[config.mk]
export PLATFORM = sky130hd
export DESIGN_NAME = spram_fifo_ctrl
export DESIGN_NICKNAME = d
export VERILOG_FILES = /design/src/rtl/spram_fifo_ctrl.sv
export SDC_FILE = /design/constraint.sdc
export NUM_CORES = 1
export LEC_CHECK = 0
export BUFFER_PORTS_ARGS = -buffer_cell sky130_fd_sc_hd__buf_2
export CAP_MARGIN = 20
export CELL_PAD_IN_SITES_DETAIL_PLACEMENT = 2
export CELL_PAD_IN_SITES_GLOBAL_PLACEMENT = 2
export CORE_MARGIN = 3
export CORE_UTILIZATION = 25
export DETAILED_ROUTE_END_ITERATION = 10
export GPL_ROUTABILITY_DRIVEN = 0
export HOLD_SLACK_MARGIN = 0.05
export PLACE_DENSITY = 0.76
export SLEW_MARGIN = 5
export SYNTH_ARGS = -nofsm -noshare
export SYNTH_HDL_FRONTEND = slang
export SYNTH_SLANG_ARGS = --single-unit
[constraint.sdc]
create_clock -name clk -period 2.8 [get_ports clk]
set_clock_uncertainty 0.05 [all_clocks]
set_input_delay 0.14 -clock clk [delete_from_list [all_inputs] [get_ports clk]]
set_output_delay 0.14 -clock clk [all_outputs]
set_load 0.05 [all_outputs]
[src/rtl/spram_fifo_ctrl.sv]
// ---------------------------------------------------------------------------
// spram_fifo_ctrl
//
// Purpose:
//   Turns a single-port SRAM (spram) into a synchronous FIFO with
//   valid/ready handshakes on both sides. At most one RAM operation is
//   issued per cycle, and a read takes priority over a write. One output
//   holding register absorbs the RAM's 1-cycle read latency and its
//   undefined dout while deselected. Total capacity is DP+1 words:
//   DP in the RAM plus one in the output register.
//
// Ports:
//   clk        rising-edge clock
//   rst        synchronous, active-high reset
//   in_valid   producer has a word on in_data
//   in_ready   controller accepts in_data this cycle
//   in_data    write data
//   out_valid  out_data holds a valid word
//   out_ready  consumer takes out_data this cycle
//   out_data   head-of-FIFO word (registered)
//   count      words held: RAM + pending read + output register
//   ram_cs_n   spram chip select, active low
//   ram_w_r_n  spram direction, 1 = write, 0 = read
//   ram_addr   spram address
//   ram_din    spram write data
//   ram_dout   spram read data, valid the cycle after a read is issued
// ---------------------------------------------------------------------------
module spram_fifo_ctrl #(
   parameter int WD = 8,
   parameter int DP = 16,
   // DP is a power of two, so $clog2 equals floor(log2(DP)).
   parameter int AD = $clog2(DP)
) (
   input  logic          clk,
   input  logic          rst,
   input  logic          in_valid,
   output logic          in_ready,
   input  logic [WD-1:0] in_data,
   output logic          out_valid,
   input  logic          out_ready,
   output logic [WD-1:0] out_data,
   output logic [AD:0]   count,
   output logic          ram_cs_n,
   output logic          ram_w_r_n,
   output logic [AD-1:0] ram_addr,
   output logic [WD-1:0] ram_din,
   input  logic [WD-1:0] ram_dout
);

   localparam logic [AD:0] RAM_FULL  = (AD+1)'(DP);
   localparam logic [AD:0] RAM_EMPTY = {(AD+1){1'b0}};

   // Registered state
   logic [AD-1:0] wr_ptr_r;
   logic [AD-1:0] rd_ptr_r;
   logic [AD:0]   ram_cnt_r;
   logic          rd_pend_r;
   logic          out_valid_r;
   logic [WD-1:0] out_data_r;

   // Per-cycle decisions
   logic          do_rd_s;
   logic          do_wr_s;
   logic          in_ready_s;
   logic [AD:0]   count_s;

   // Read/write arbitration. A read is issued only when the output slot
   // will be free at the end of this cycle, and never while a previous read
   // is still in flight; that keeps rd_pend and out_valid mutually
   // exclusive and guarantees reads are never back-to-back, so writes
   // always get every other cycle at worst.
   always_comb begin
      do_rd_s    = 1'b0;
      in_ready_s = 1'b0;
      do_wr_s    = 1'b0;
      if (rst) begin
         do_rd_s    = 1'b0;
         in_ready_s = 1'b0;
         do_wr_s    = 1'b0;
      end else begin
         do_rd_s    = (ram_cnt_r != RAM_EMPTY) && !rd_pend_r &&
                      (!out_valid_r || out_ready);
         in_ready_s = (ram_cnt_r != RAM_FULL) && !do_rd_s;
         do_wr_s    = in_valid && in_ready_s;
      end
   end

   // RAM port drive: idle (cs_n high) unless a read or write is chosen.
   always_comb begin
      ram_cs_n  = !(do_rd_s || do_wr_s);
      ram_w_r_n = do_wr_s;
      ram_din   = in_data;
      if (do_wr_s) begin
         ram_addr = wr_ptr_r;
      end else begin
         ram_addr = rd_ptr_r;
      end
   end

   // Occupancy across RAM, the in-flight read and the output register.
   always_comb begin
      count_s = ram_cnt_r
              + {{AD{1'b0}}, rd_pend_r}
              + {{AD{1'b0}}, out_valid_r};
   end

   // Output drive; the reset cycle itself shows the cleared state even
   // before the first reset edge has loaded the registers.
   always_comb begin
      if (rst) begin
         in_ready  = 1'b0;
         out_valid = 1'b0;
         out_data  = {WD{1'b0}};
         count     = {(AD+1){1'b0}};
      end else begin
         in_ready  = in_ready_s;
         out_valid = out_valid_r;
         out_data  = out_data_r;
         count     = count_s;
      end
   end

   // Pointer and RAM occupancy update; pointers wrap DP-1 -> 0 naturally.
   always_ff @(posedge clk) begin
      if (rst) begin
         wr_ptr_r  <= {AD{1'b0}};
         rd_ptr_r  <= {AD{1'b0}};
         ram_cnt_r <= {(AD+1){1'b0}};
         rd_pend_r <= 1'b0;
      end else begin
         if (do_wr_s) begin
            wr_ptr_r <= wr_ptr_r + {{(AD-1){1'b0}}, 1'b1};
         end
         if (do_rd_s) begin
            rd_ptr_r <= rd_ptr_r + {{(AD-1){1'b0}}, 1'b1};
         end
         rd_pend_r <= do_rd_s;
         ram_cnt_r <= ram_cnt_r
                    + {{AD{1'b0}}, do_wr_s}
                    - {{AD{1'b0}}, do_rd_s};
      end
   end

   // Output register: capture the RAM word the cycle after a read; on a pop
   // with nothing arriving just drop valid and keep the old data.
   always_ff @(posedge clk) begin
      if (rst) begin
         out_valid_r <= 1'b0;
         out_data_r  <= {WD{1'b0}};
      end else if (rd_pend_r) begin
         out_valid_r <= 1'b1;
         out_data_r  <= ram_dout;
      end else if (out_valid_r && out_ready) begin
         out_valid_r <= 1'b0;
      end
   end

endmodule

-- Word-level counts from Yosys, hierarchy flattened
Cells that the tools add are included.
- add/sub/neg operators: 6
- eq/ne operators: 1
- mux-type cells: 9
- reduce and logical (&&, ||, !) cells: 13
- operators with widths (kind ; count):
    $add A5 B1 Y5 ; 3
    $add A4 B1 Y4 const B ; 2
    $mux W8 ; 1
    $mux W1 ; 6
    $logic_and A1 B1 Y1 ; 5
    $mux W5 ; 1
    $ne A5 B5 Y1 const B ; 1
    $reduce_bool A5 Y1 ; 1
    $sub A5 B1 Y5 ; 1
    $logic_not A1 Y1 ; 4
    $mux W4 ; 1
    $logic_or A1 B1 Y1 ; 2
    $reduce_bool A2 Y1 ; 1
- logic and storage cells: 35
- input bits: 20
- output and inout port bits: 29
- bits in registers: 23

-- Depth between registers and ports, before layout
- depth after elaboration: 9
- mapped depth: 13
- depth with buffers taken out: 13

-- Worst setup path before layout
OpenSTA, ideal clock, no wires.
- path kind: register -> register
- start point: reg ram_cnt_r[3]
- end point: reg ram_cnt_r[4]
- path slack: -0.010 ns
- cell stages (with the launch flop): 14
- arrival: 2.689 ns
- data required time: 2.679 ns
- library setup time: 0.071 ns
- path through: dfxtp_1 > inv_1 > ha_1 > nor4b_1 > or3_1 > nor2_1 > ha_1 > inv_1 > ha_1 > fa_1 > a21oi_1 > nor2_1 > or3_1 > a21oi_1
- elaborated cells on any way between the ends: 11
- RTL lines (item ; line ; RTL):
    start, declared ; 56 ; logic [AD:0] ram_cnt_r;
    start signal, assigned ; 128 ; ram_cnt_r <= {(AD+1){1'b0}};
    start signal, assigned ; 138 ; ram_cnt_r <= ram_cnt_r
    $reduce_bool A5 Y1 ; 81 ; do_rd_s = (ram_cnt_r != RAM_EMPTY) && !rd_pend_r &&
    $logic_and A1 B1 Y1 (2 in a row) ; 81 ;
    $mux W1 ; 76 ; if (rst) begin
    via do_rd_s ; 62 ; logic do_rd_s;
    $sub A5 B1 Y5 ; 140 ; - {{AD{1'b0}}, do_rd_s};
The timed path passes the listed nets, and every way through them passes these cells.
A chain may end at the register's enable or synchronous reset.

-- Worst setup path after layout
- start point: reg ram_cnt_r[2]
- end point: reg ram_cnt_r[4]
The elaborated chain is that of the path after synthesis.

==> metrics.cfg <==
[grt]
grt.overflow.total = 0
grt_max_degree = 24
grt_pass1_wl_mm = 5.67
grt_pass1_vias = 1157
track_usage_pct = 11.6
antenna_found_initial = 0

[drt]
post-route-drc-count = 0
routed.top_layer = met4
dr_wl_met2_mm = 1.84
firstDrtPassIters = 3
vias_per_cell = 4.36
routed_wirelength_mm = 3.59
ant_nets = 0
drtIter0Drc = 32
wl_met1_mm = 1.50
post_drt_wl_per_cell_um = 13.8
wl_met3_um = 171
vias = 1129

[timing]
min_period_over_period_pct = 96.5
worst_slew_pin_slew_ns = 0.637
setup_viol = 0
hold_violations = 0
period_minus_slack_ns = 2.70
max_slew_margin_pct = 57.2
slew_violations = 0
timing.fmax_mhz = 370

[synth]
synthSimpleGateAreaFrac_pct = 21.3
yosysWarnings = 0
syn-cell-area_um2 = 1370
ys_types = 29
synth_top_family_by_area = simple AND/OR/NAND/NOR gates
ys_seq_elements = 23
ys_seq_area_share_pct = 33.6
synth_fa_ha_area_share_pct = 13.0
synth_compound_area_share_pct = 7.48
postSynthAreaPerCell_um2 = 9.27
synth.top_cells.by_area = dfxtp_1 (34%), ha_1 (10%), mux2i_1 (7.3%), nor2_1 (6.6%), nor2b_1 (5.9%)
synth_top_area_share_pct = 33.6
yosysTopAreaCell = dfxtp_1
synth_fp_nets = 181
muxShareOfSynthArea_pct = 10.6
synth_xor_area_share_pct = 5.75
synthCells = 148

[floorplanning]
boundaryPins = 49
die_area_um2 = 6410
start_util_pct = 26.3
num_rows = 26
die_width_um = 80.1
core_area_um2 = 5200
die_h_um = 80.1

[place]
place_inst = 247
place.port_buffers = 32
dpl.hpwl_mm = 2.75

[worst_setup_path]
crit_fanout = 2
start_kind = flip-flop
critPathRequiredTime_ns = 2.96
end_kind = flip-flop
crit_arrival_ns = 2.87
worstSetupPathType = flip-flop to flip-flop

[finish]
mostFrequentLayoutCells = buf_2 (32), nor2_1 (23), dfxtp_1 (21)
mostFrequentLayoutCell = buf_2
final_nets = 223
area_growth_pct = 29.2
diodes = 0
drive_above_1_share_pct = 39.7
final_cells = 259

[clock_tree]
clk_pin_slew_ns = 0.09
cts.sinks = 23
clk_latency_ns = 0.27
cts_hold_buf = 0
cts_tree = built
cts_buffers = 3
htreeDepth = 1
clk_path_buf_depth = 2
cts_root_buf = clkbuf_8

[pwr]
ir_drop_v = 0.000469
total_power_mw = 2.13
p_leak_nw = 0.817
power_density_nw_per_um2 = 1200

[job]
maxCapViolations = 0

[min_path]
hold_path_class = input pin to flip-flop

[status]
status = completed

path summary, 6_finish.rpt:
path | slack [ns] | to | start | cells past startpoint
min reg2reg | 0.44 | out_data_r[1]$_SDFFE_PP0P_ | out_data_r[1]$_SDFFE_PP0P_ | 2
max reg2reg | 0.1 | ram_cnt_r[4]$_SDFF_PP0_ | ram_cnt_r[2]$_SDFF_PP0_ | 13
max | 0.1 | ram_cnt_r[4]$_SDFF_PP0_ | ram_cnt_r[2]$_SDFF_PP0_ | 13
min | 0.05 | out_data_r[1]$_SDFFE_PP0P_ | ram_dout[1] | 3
routing by layer:
layer | vias up | GRT usage [%]
met5 | - | 0
met4 | 0 | 4.73
met3 | 6 | 2.24
met2 | 27 | 20.4
met1 | 536 | 13.5
li1 | 560 | -
metrics by stage:
step / TNS, ns / area [um^2] / hold WS [ns] / util (%) / setup slack (ns)
4_1_cts: 0 / 1720 / 0.0519 / 33.1 / 0.0129
2_1_floorplan: 0 / 1380 / 0.237 / - / 0.0178
6_report: 0 / 1770 / 0.0517 / 34.0 / 0.0967
3_5_place_dp: -0.188 / 1620 / 0.230 / 31.2 / -0.188
5_1_grt: -0.0385 / 1770 / 0.0788 / 34.0 / -0.0385
3_3_place_gp: 0 / 1620 / 0.230 / 31.2 / 0.0498
critical path, stage by stage, from the launching register on:
cell	delay, ns
dfxtp_2	0.33
inv_2	0.07
ha_4	0.14
nor4b_4	0.24
or3_4	0.19
nor2_2	0.04
ha_1	0.27
inv_1	0.04
ha_2	0.19
fa_2	0.36
a21oi_2	0.16
nor2_1	0.07
or3_1	0.39
a21oi_2	0.12
area by class of cell:
class                           instances  area [um^2]
Inverter                                8         30.0
Multi-Input combinational cell        103          843
Clock buffer                            4         45.0
Sequential cell                        23          463
Fill cell                             598         3430
Timing Repair Buffer                   51          303
Tap cell                               70         87.6
cell families (layout without fill, tap and decap cells):
kind of cell,after synthesis,in the layout
xor+xnor,9,9
mux,14,14
simple gates,53,53
fa+ha+maj,13,13
buf+inv,22,63
flops,23,23
compound gates,14,14
power breakdown:
part / internal [mW] / switching, mW / total, mW / leakage [nW]
Sequential: 0.423 / 0.0859 / 0.509 / 0.189
Combinational: 0.624 / 0.781 / 1.40 / 0.605
Clock: 0.102 / 0.110 / 0.212 / 0.0228
Total: 1.15 / 0.976 / 2.13 / 0.817
state kept, by name (all words and copies together) (netlist names):
signal,cells
ram_cnt_r,5
rd_ptr_r,4
out_valid_r,1
wr_ptr_r,4
rd_pend_r,1
out_data_r,8
Yosys cell counts, drive strengths merged:
library cell  count
dfxtp            23
mux2i            10
and3              1
a21oi             6
inv               8
nor2             25
xnor2             6
o31ai             1
xor2              3
nand2             2
mux2              4
nand3             2
nor3b             1
nor4b             2
o21ai             3
fa                2
ha               11
clkbuf            4
buf              10
nor3              1
or3               4
nor2b            14
a21o              3
nand4bb           1
o311ai            1
timing repair:
item | 4_1_cts | 5_1_grt
gates resized for setup | 7 | 6
setup buffers | 4 | 4
pin swaps | 4 | 8
cloned | 0 | 0
endpoints found under the setup margin | 1 | 1
No activity file was read; power rests on OpenSTA's default activity.
